## config.mk

```make
export PLATFORM = sky130hd
export DESIGN_NAME = mem_ctrl_flat
export DESIGN_NICKNAME = d
export VERILOG_FILES = /design/src/rtl/mem_ctrl_pkg.sv /design/src/rtl/mem_ctrl_if.sv /design/src/rtl/mem_ctrl_arb.sv /design/src/rtl/mem_ctrl.sv /design/src/flat_wrapper.sv
export SDC_FILE = /design/constraint.sdc
export NUM_CORES = 1
export LEC_CHECK = 0
export ABC_CLOCK_PERIOD_IN_PS = 1920
export BUFFER_PORTS_ARGS = -buffer_cell sky130_fd_sc_hd__buf_4
export CAP_MARGIN = 30
export CORE_ASPECT_RATIO = 0.7
export CORE_MARGIN = 3
export CORE_UTILIZATION = 45
export CTS_CLUSTER_SIZE = 14
export DETAILED_ROUTE_END_ITERATION = 10
export PLACE_DENSITY = 0.71
export SLEW_MARGIN = 20
export SYNTH_ARGS = -nofsm -noshare
export SYNTH_HDL_FRONTEND = slang
export SYNTH_SLANG_ARGS = --single-unit
export TNS_END_PERCENT = 1
```

## constraint.sdc

```tcl
create_clock -name clk -period 1.92 [get_ports clk]
set_clock_uncertainty 0.05 [all_clocks]
set_input_delay 0.192 -clock clk [delete_from_list [all_inputs] [get_ports clk]]
set_output_delay 0.192 -clock clk [all_outputs]
set_load 0.01 [all_outputs]
```

## src/rtl/mem_ctrl_pkg.sv

```systemverilog
// Shared constants and types for the word-to-byte memory controller.
// Optional feature macro: MEM_CTRL_RR_ARB_EN (round-robin arbitration).
package mem_ctrl_pkg;

  // Controller FSM encodings.
  typedef enum logic [1:0] {
    MemCtrlIdle = 2'd0,
    MemCtrlXfer = 2'd1,
    MemCtrlDone = 2'd2
  } mem_ctrl_state_t;

  // Default RAM byte-address width.
  localparam int MemCtrlAddrBus = 17;

  // Requesting-port identifiers.
  localparam logic PortDc = 1'b0;
  localparam logic PortIf = 1'b1;

  // Common control levels and constants.
  localparam logic        RstEnable   = 1'b1;
  localparam logic        ChipEnable  = 1'b1;
  localparam logic        WriteEnable = 1'b1;
  localparam logic [31:0] ZeroWord    = 32'h0000_0000;

  // Little-endian byte lane idx of a 32-bit word.
  function automatic logic [7:0] byte_of(input logic [31:0] word, input logic [1:0] idx);
    return word[{idx, 3'b000} +: 8];
  endfunction

endpackage

```

## src/rtl/mem_ctrl_if.sv

```systemverilog
// Bundle of the data-cache port, the instruction-fetch port and the 8-bit RAM bus.
// slave = controller side, master = requesters plus RAM side.
// Optional feature macro: MEM_CTRL_RR_ARB_EN (does not change this bundle).
interface mem_ctrl_if
  import mem_ctrl_pkg::*;
#(
  parameter int ADDR_WIDTH = MemCtrlAddrBus
) ();

  // Data-cache port
  logic                  dc_ce_i;
  logic                  dc_we_i;
  logic [3:0]            dc_sel_i;
  logic [31:0]           dc_addr_i;
  logic [31:0]           dc_data_i;
  logic [31:0]           dc_data_o;
  logic                  dc_ready_o;

  // Instruction-fetch port
  logic                  if_ce_i;
  logic [31:0]           if_addr_i;
  logic [31:0]           if_data_o;
  logic                  if_ready_o;

  // RAM bus
  logic [ADDR_WIDTH-1:0] ram_a_o;
  logic                  ram_wr_o;
  logic [7:0]            ram_dout_o;
  logic [7:0]            ram_din_i;

  modport slave (
    input  dc_ce_i, dc_we_i, dc_sel_i, dc_addr_i, dc_data_i,
    output dc_data_o, dc_ready_o,
    input  if_ce_i, if_addr_i,
    output if_data_o, if_ready_o,
    output ram_a_o, ram_wr_o, ram_dout_o,
    input  ram_din_i
  );

  modport master (
    output dc_ce_i, dc_we_i, dc_sel_i, dc_addr_i, dc_data_i,
    input  dc_data_o, dc_ready_o,
    output if_ce_i, if_addr_i,
    input  if_data_o, if_ready_o,
    input  ram_a_o, ram_wr_o, ram_dout_o,
    output ram_din_i
  );

endinterface

```

## src/rtl/mem_ctrl_arb.sv

```systemverilog
// Combinational grant between the data-cache and instruction-fetch requesters.
// Default: fixed priority, data cache first.
// With MEM_CTRL_RR_ARB_EN: on a tie the port that was not served last wins.
module mem_ctrl_arb
  import mem_ctrl_pkg::*;
(
  input  logic dc_ce,
  input  logic if_ce,
`ifdef MEM_CTRL_RR_ARB_EN
  input  logic last,
`endif
  output logic grant_valid,
  output logic grant_port
);

  // Pick a winner whenever at least one port requests.
  always_comb begin
    grant_valid = (dc_ce == ChipEnable) || (if_ce == ChipEnable);
    grant_port  = PortDc;
    if ((dc_ce == ChipEnable) && (if_ce == ChipEnable)) begin
`ifdef MEM_CTRL_RR_ARB_EN
      grant_port = (last == PortDc) ? PortIf : PortDc;
`else
      grant_port = PortDc;
`endif
    end else if (if_ce == ChipEnable) begin
      grant_port = PortIf;
    end
  end

endmodule

```

## src/rtl/mem_ctrl.sv

```systemverilog
// Memory controller: arbitrates word requests from the data cache and
// instruction fetch and splits each into four byte slots on the RAM bus.
// Optional feature macro: MEM_CTRL_RR_ARB_EN (round-robin arbitration with a
// one-bit record of the last served port).
module mem_ctrl
  import mem_ctrl_pkg::*;
#(
  parameter int ADDR_WIDTH = MemCtrlAddrBus
) (
  input logic       clk,
  input logic       rst,
  mem_ctrl_if.slave bus
);

  mem_ctrl_state_t       state_reg, state_next;
  logic [1:0]            cnt_reg;
  logic                  port_reg;
  logic                  we_reg;
  logic [3:0]            sel_reg;
  logic [ADDR_WIDTH-3:0] base_reg;
  logic [31:0]           wdata_reg;
  logic [23:0]           rdata_word;
  logic                  dc_ready_reg, if_ready_reg;
  logic [31:0]           dc_data_reg, if_data_reg;
  logic [31:0]           done_word;
  logic                  grant_valid, grant_port;
  logic                  in_xfer;

`ifdef MEM_CTRL_RR_ARB_EN
  logic last_reg;

  // Remember which port won the most recent arbitration.
  always_ff @(posedge clk) begin
    if (rst == RstEnable) begin
      last_reg <= PortIf;
    end else if ((state_reg == MemCtrlIdle) && grant_valid) begin
      last_reg <= grant_port;
    end
  end

  mem_ctrl_arb u_arb (
    .dc_ce       (bus.dc_ce_i),
    .if_ce       (bus.if_ce_i),
    .last        (last_reg),
    .grant_valid (grant_valid),
    .grant_port  (grant_port)
  );
`else
  mem_ctrl_arb u_arb (
    .dc_ce       (bus.dc_ce_i),
    .if_ce       (bus.if_ce_i),
    .grant_valid (grant_valid),
    .grant_port  (grant_port)
  );
`endif

  // State register.
  always_ff @(posedge clk) begin
    if (rst == RstEnable) begin
      state_reg <= MemCtrlIdle;
    end else begin
      state_reg <= state_next;
    end
  end

  // Next-state logic: IDLE -> XFER (four slots) -> DONE -> IDLE.
  always_comb begin
    state_next = state_reg;
    case (state_reg)
      MemCtrlIdle: if (grant_valid) state_next = MemCtrlXfer;
      MemCtrlXfer: if (cnt_reg == 2'd3) state_next = MemCtrlDone;
      MemCtrlDone: state_next = MemCtrlIdle;
      default:     state_next = MemCtrlIdle;
    endcase
  end

  // Latch the winning request in IDLE and step the byte counter in XFER.
  always_ff @(posedge clk) begin
    if (rst == RstEnable) begin
      cnt_reg   <= 2'd0;
      port_reg  <= PortDc;
      we_reg    <= 1'b0;
      sel_reg   <= 4'b0000;
      base_reg  <= '0;
      wdata_reg <= ZeroWord;
    end else if (state_reg == MemCtrlIdle) begin
      cnt_reg <= 2'd0;
      if (grant_valid) begin
        port_reg <= grant_port;
        if (grant_port == PortDc) begin
          we_reg    <= (bus.dc_we_i == WriteEnable);
          sel_reg   <= bus.dc_sel_i;
          base_reg  <= bus.dc_addr_i[ADDR_WIDTH-1:2];
          wdata_reg <= bus.dc_data_i;
        end else begin
          we_reg    <= 1'b0;
          sel_reg   <= 4'b0000;
          base_reg  <= bus.if_addr_i[ADDR_WIDTH-1:2];
          wdata_reg <= ZeroWord;
        end
      end
    end else if (state_reg == MemCtrlXfer) begin
      cnt_reg <= cnt_reg + 2'd1;
    end
  end

  // Read bytes 0..2 arrive one cycle after their slot, i.e. while cnt = k+1.
  // Byte 3 arrives during DONE and is forwarded straight into done_word.
  for (genvar gi = 0; gi < 3; gi++) begin : g_rd_byte
    logic [7:0] byte_reg;

    // Capture read byte gi.
    always_ff @(posedge clk) begin
      if (rst == RstEnable) begin
        byte_reg <= 8'h00;
      end else if ((state_reg == MemCtrlXfer) && (cnt_reg == 2'(gi + 1))) begin
        byte_reg <= bus.ram_din_i;
      end
    end

    assign rdata_word[8*gi +: 8] = byte_reg;
  end

  // Word presented on completion; writes complete with zero data.
  assign done_word = we_reg ? ZeroWord : {bus.ram_din_i, rdata_word};

  // Completion pulses (high during DONE) and per-port held result words.
  always_ff @(posedge clk) begin
    if (rst == RstEnable) begin
      dc_ready_reg <= 1'b0;
      if_ready_reg <= 1'b0;
      dc_data_reg  <= ZeroWord;
      if_data_reg  <= ZeroWord;
    end else begin
      dc_ready_reg <= 1'b0;
      if_ready_reg <= 1'b0;
      if ((state_reg == MemCtrlXfer) && (cnt_reg == 2'd3)) begin
        if (port_reg == PortDc) dc_ready_reg <= 1'b1;
        else                    if_ready_reg <= 1'b1;
      end
      if (state_reg == MemCtrlDone) begin
        if (port_reg == PortDc) dc_data_reg <= done_word;
        else                    if_data_reg <= done_word;
      end
    end
  end

  // During the ready cycle the last byte is still on ram_din_i, so the
  // assembled word is forwarded; afterwards the held register takes over.
  assign bus.dc_ready_o = dc_ready_reg;
  assign bus.if_ready_o = if_ready_reg;
  assign bus.dc_data_o  = dc_ready_reg ? done_word : dc_data_reg;
  assign bus.if_data_o  = if_ready_reg ? done_word : if_data_reg;

  // RAM bus driven directly from transfer state; writes are suppressed while
  // rst is high so an abandoned transfer stops at the reset edge.
  assign in_xfer        = (state_reg == MemCtrlXfer);
  assign bus.ram_a_o    = in_xfer ? {base_reg, cnt_reg} : '0;
  assign bus.ram_wr_o   = in_xfer && we_reg && sel_reg[cnt_reg] && (rst != RstEnable);
  assign bus.ram_dout_o = (in_xfer && we_reg) ? byte_of(wdata_reg, cnt_reg) : 8'h00;

  // Address bits outside the RAM word address are intentionally ignored.
  logic unused_addr_bits;
  assign unused_addr_bits = ^{bus.dc_addr_i[31:ADDR_WIDTH], bus.dc_addr_i[1:0],
                              bus.if_addr_i[31:ADDR_WIDTH], bus.if_addr_i[1:0]};

endmodule

```

## src/flat_wrapper.sv

```systemverilog
// flat-port wrapper written by rule: the top's interface ports become plain ports
module mem_ctrl_flat import mem_ctrl_pkg::*;
#(
  parameter int ADDR_WIDTH = MemCtrlAddrBus
)
  (clk, rst, bus_dc_ce_i, bus_dc_we_i, bus_dc_sel_i, bus_dc_addr_i, bus_dc_data_i, bus_dc_data_o, bus_dc_ready_o, bus_if_ce_i, bus_if_addr_i, bus_if_data_o, bus_if_ready_o, bus_ram_a_o, bus_ram_wr_o, bus_ram_dout_o, bus_ram_din_i);
  mem_ctrl_if #(.ADDR_WIDTH(ADDR_WIDTH)) bus_i ();
  input logic clk;
  input logic rst;
  input wire logic [$bits(bus_i.dc_ce_i)-1:0] bus_dc_ce_i;
  input wire logic [$bits(bus_i.dc_we_i)-1:0] bus_dc_we_i;
  input wire logic [$bits(bus_i.dc_sel_i)-1:0] bus_dc_sel_i;
  input wire logic [$bits(bus_i.dc_addr_i)-1:0] bus_dc_addr_i;
  input wire logic [$bits(bus_i.dc_data_i)-1:0] bus_dc_data_i;
  output wire logic [$bits(bus_i.dc_data_o)-1:0] bus_dc_data_o;
  output wire logic [$bits(bus_i.dc_ready_o)-1:0] bus_dc_ready_o;
  input wire logic [$bits(bus_i.if_ce_i)-1:0] bus_if_ce_i;
  input wire logic [$bits(bus_i.if_addr_i)-1:0] bus_if_addr_i;
  output wire logic [$bits(bus_i.if_data_o)-1:0] bus_if_data_o;
  output wire logic [$bits(bus_i.if_ready_o)-1:0] bus_if_ready_o;
  output wire logic [$bits(bus_i.ram_a_o)-1:0] bus_ram_a_o;
  output wire logic [$bits(bus_i.ram_wr_o)-1:0] bus_ram_wr_o;
  output wire logic [$bits(bus_i.ram_dout_o)-1:0] bus_ram_dout_o;
  input wire logic [$bits(bus_i.ram_din_i)-1:0] bus_ram_din_i;
  assign bus_i.dc_ce_i = bus_dc_ce_i;
  assign bus_i.dc_we_i = bus_dc_we_i;
  assign bus_i.dc_sel_i = bus_dc_sel_i;
  assign bus_i.dc_addr_i = bus_dc_addr_i;
  assign bus_i.dc_data_i = bus_dc_data_i;
  assign bus_dc_data_o = bus_i.dc_data_o;
  assign bus_dc_ready_o = bus_i.dc_ready_o;
  assign bus_i.if_ce_i = bus_if_ce_i;
  assign bus_i.if_addr_i = bus_if_addr_i;
  assign bus_if_data_o = bus_i.if_data_o;
  assign bus_if_ready_o = bus_i.if_ready_o;
  assign bus_ram_a_o = bus_i.ram_a_o;
  assign bus_ram_wr_o = bus_i.ram_wr_o;
  assign bus_ram_dout_o = bus_i.ram_dout_o;
  assign bus_i.ram_din_i = bus_ram_din_i;
  mem_ctrl #(.ADDR_WIDTH(ADDR_WIDTH)) u_core (.clk(clk), .rst(rst), .bus(bus_i));
endmodule
```

# After elaboration in Yosys (flattened, before gate mapping)
# Index checks and enable logic that the tools add are counted.
# word_totals
word_cells	60
reg_bits	147
# classes
reduce_logical	15
magnitude_cmp	1
add_sub_neg	1
shifts	1
mux	18
n_bitwise	3
eq_ne	7
# op_table
operator	count
32-bit two-way mux	4
32-bit by 6-bit indexed part select with 8-bit output	1
17-bit two-way mux	1
15-bit two-way mux	1
8-bit two-way mux	1
2-bit AND reduction	4
1-bit logical AND	7
2-bit equality test, second input constant	3
1-bit two-way mux	6
2-bit by 1-bit equality test with 1-bit output, second input constant	2
2-bit two-way mux	2
4-bit two-way mux	1
2-bit one-hot mux with 2 select lines	1
2-bit OR reduction	2
2-bit by 3-bit less-than comparator with 1-bit output, second input constant	1
1-bit NOT	3
2-bit by 1-bit adder with 2-bit output, second input constant	1
1-bit binary-select mux with 2-bit select	1
2-bit zero test	1
2-bit by 1-bit != test with 1-bit output, second input constant	1
2-bit != test, second input constant	1
1-bit logical OR	1

# Depth between registers and ports, before layout
# depth
ltp_word	4
depth_mapped	7
ltp_nobuf	5

# Hierarchy
# Synthesis repeated with hierarchy kept, for this count alone.
# unflattened
cells_unflattened	775
hier_area_um2	6819.0
# by_module_without_submodules
module	n_inst	cells_each	seq_area_each_um2	area_each_um2
mem_ctrl	1	773	2942.8	6806.5
mem_ctrl_arb	1	2	0.0	12.5

# Worst setup path after synthesis
# Ideal clock, no wire load.
# synth_path
kind	flip-flop to flip-flop
from	register u_core.cnt_reg[1]
to	register u_core.g_rd_byte[0].byte_reg[0]
setup_ps	128
path_slack_ps	289
n_path_buf	2
required_time_ps	1742
stages_incl_launch_ff	8
t_arrival_ps	1454
synth_period_minus_slack_ps	1631
path_cell_list	dfxtp_1 > buf_1 > inv_1 > ha_1 > nand3b_1 > buf_2 > mux2i_1 > nor2_1
# synth_via
elab_chain_cells	2
# synth_rtl
item	line	text
from (decl)	mem_ctrl.sv:16	logic [1:0] cnt_reg;
from (signal assigned)	mem_ctrl.sv:103	cnt_reg <= cnt_reg + 2'd1;
2-bit by 1-bit equality test with 1-bit output	mem_ctrl.sv:116	end else if ((state_reg == MemCtrlXfer) && (cnt_reg == 2'(gi + 1))) begin
1-bit logical AND	mem_ctrl.sv:116	
to (signal assigned)	mem_ctrl.sv:117	byte_reg <= bus.ram_din_i;
to (decl)	mem_ctrl.sv:110	logic [7:0] byte_reg;
# Every way passes these cells.
# A chain may end at the register's enable or synchronous reset.

# Final worst setup path
# layout_path
from	register u_core.cnt_reg[0]
to	output port bus_ram_dout_o[5]
# layout_via
elab_chain_cells	2
# layout_rtl
item	line	text
32-bit by 6-bit indexed part select with 8-bit output	mem_ctrl_pkg.sv:27	return word[{idx, 3'b000} +: 8];
8-bit two-way mux	mem_ctrl.sv:160	assign bus.ram_dout_o = (in_xfer && we_reg) ? byte_of(wdata_reg, cnt_reg) : 8'h00;
to (decl)	flat_wrapper.sv:23	output wire logic [$bits(bus_i.ram_dout_o)-1:0] bus_ram_dout_o;
# Every way passes these cells.

==> results by group <==
Outcome
  • Status: finished with violations
  • Failing checks: negative setup slack

Synth
  • EDFF count, synth: 0
  • Post-Synthesis Cells: 794
  • Post-synthesis average cell area: 8.71 um2
  • Distinct cells, synth: 35
  • Ys flop type: dfxtp_1
  • Seq/Total Area, Yosys: 0.425
  • Seq cells post-synth: 147
  • Synthesized area: 6920 um2
  • Warnings from Yosys: 0
  • Synth async-reset ratio: 0
  • Post-Syn Nets: 910

Pwr
  • PD cells: 797 nW/um2
  • Sw Ratio: 0.225
  • Peak supply drop: 0.571 mV
  • Cell-internal power: 5.96 mW
  • Clock Power Share: 0.487
  • Sw Pwr: 1.73 mW
  • Flop pwr share: 0.414
  • Leak Pwr: 4.13 nW
  • Comb pwr share: 0.099

Global route
  • Gr ovfl total: 0
  • First-pass GRT wire length: 31.1 mm
  • Vias in the first global route: 5926
  • Largest net degree at the start of global routing: 70
  • Initial antenna violation count: 0
  • All-layer global routing usage: 0.231

Clock network
  • CTS tree: done
  • Worst skew pair latency: 410 ps
  • CTS buffer count: 17
  • Clk slew on worst S/H paths: 60 ps
  • CTS Buffer Depth: 2
  • Root buffer cell: clkbuf_16
  • Htree depth: 4
  • Clk sinks: 147

Floorplan
  • Boundary Pins: 205
  • Initial Util: 0.466
  • Core area: 14900 um2
  • Die Height: 110 um
  • Die W: 154 um
  • Die area: 16900 um2
  • Row Count: 37

Worst setup path
  • Worst reg-to-reg path cell count: 4
  • Critical-path top delay cell: mux4_2
  • CP Capture Type: primary output
  • Worst setup path class: flip-flop to primary output
  • Largest fanout on the critical path: 6
  • Startpoint Class: flip-flop
  • Worst Path Required: 1680 ps
  • Data arrival time of the critical path: 1720 ps
  • Slowest stage delay, CP: 480 ps
  • Critical-path cell list: buf_12 -> mux4_2 -> and3_4 -> buf_6

Drt
  • Final wirelength: 19.7 mm
  • Drt pass-1 iters: 4
  • Wire per inst: 16.4 um
  • Via density per instance: 5.14
  • DRT iter0 DRCs: 308
  • # DRC: 0
  • Detailed-route via count: 6188
  • Antenna Violating Nets Remaining: 0

Layout
  • Ant. Diodes: 0
  • Share of cells above drive strength 1: 0.335
  • Commonest cells after routing, fill and taps aside: nand2_1, buf_4, dfxtp_1
  • Nets: 1111
  • Commonest non-fill, non-tap cell in the layout: nand2_1
  • Layout area overhead: 39.4%
  • Fillcell total: 1262

Min path
  • Hold WC Path Type: primary input to flip-flop
  • Hold path depth: 3

Timing
  • Worst-Margin Slew: 594 ps
  • Slew margin rel.: 0.604
  • Final Hold Viols: 0
  • RSZ-0062 raised after global routing: true
  • Tmin final: 1960 ps
  • Setup TNS: -187 ps
  • FMAX: 511 MHz
  • # setup viols final: 7
  • Worst setup margin: -37.4 ps
  • Max-slew violations: 0
  • Fin crit share: 1.02

Place
  • PortBufs: 170
  • Pre-CTS setup slack: 291 ps
  • Placer Congestion: 0.802
  • Detailed placement HPWL: 12.6 mm

Run
  • # Max-Cap Violations: 0
## per-stage QoR
| step | cell area, um2 | util | hold WS [ps] | cells | power, mW |
|---|---|---|---|---|---|
| after floorplan | 6920 | - | 282 | 794 | 3.60 |
| final | 9640 | 0.649 | 10.2 | 1203 | 7.69 |
| after global routing | 9640 | 0.649 | 0.0702 | 1203 | 7.95 |
| after detailed placement | 8300 | 0.559 | 395 | 1114 | 3.88 |
| after CTS | 9630 | 0.648 | 0.0194 | 1203 | 7.72 |
| after global placement | 8300 | 0.559 | 389 | 1114 | 3.87 |
## worst paths after layout
kind	from	to	slack, ps
min	bus_if_addr_i[16]	u_core.base_reg[14]$_SDFFE_PP0P_	10
min reg2reg	u_core.if_data_reg[1]$_SDFFE_PP0P_	u_core.if_data_reg[1]$_SDFFE_PP0P_	400
max	u_core.cnt_reg[0]$_SDFFE_PP0N_	bus_ram_dout_o[5]	-40
max reg2reg	u_core.state_reg[1]$_SDFFE_PP0P_	u_core.base_reg[12]$_SDFFE_PP0P_	30
## cells by family after synthesis
kind of cell | after synthesis | synth area share
simple gates | 303 | 0.203
compound gates | 172 | 0.138
flops | 147 | 0.425
mux | 97 | 0.168
buf+inv | 72 | 0.0597
fa+ha+maj | 3 | 0.00543
## cell type report
type                       count  area [um2]  share of cell area
clock buffer                  19         433              0.0449
clock inverter                13         231              0.0240
inverter                       2        7.51            0.000778
multi-input combinational    575        3610               0.375
sequential                   147        2950               0.306
tap                          195         244              0.0253
timing repair buffer         252        2160               0.224
## critical path, delay by kind of cell, from the launching register on
kind	cells	cell delay, ps
mux	1	480
buf+inv	2	240
flops	1	380
simple gates	1	200
## cells in the mapped netlist, drive strengths merged, types with 4 or more instances
cell	count	area, um2
and3	8	50.1
nor2b	28	175
mux4	9	203
nand2	199	772
and2b	6	45.0
o21ai	37	185
clkbuf	27	101
a311oi	15	131
nand3b	4	30.0
a21oi	120	638
nor2	28	123
mux2i	24	240
buf	43	304
dfxtp	147	2940
mux2	64	721
and2	18	113
## power by group through the flow
stage                     registers [mW]  clock network (mW)  logic (mW)
after detailed placement            3.25                   0       0.630
after global routing                3.19                3.93       0.825
after CTS                           3.19                3.79       0.745
after global placement              3.25                   0       0.625
final                               3.19                3.75       0.758
after floorplan                     3.23                   0       0.369
## repair_timing
item / in CTS / in global routing
pin swaps: 7 / 2
setup buffers: 2 / 0
endpoints found under the setup margin: 27 / 40
cloned: 1 / 0
endpoints found under the hold margin: 47 / 0
hold buffers: 54 / 0
gates resized for setup: 22 / 5
## routing by layer
layer / global-route usage / wire [um] / part of all wire
met5: 0 / 0 / 0
met3: 0.0515 / 1090 / 0.055
met4: 0.0857 / 450 / 0.023
met1: 0.323 / 9560 / 0.48
met2: 0.354 / 8630 / 0.44
Note: power is estimated with default switching activity, not from simulation.
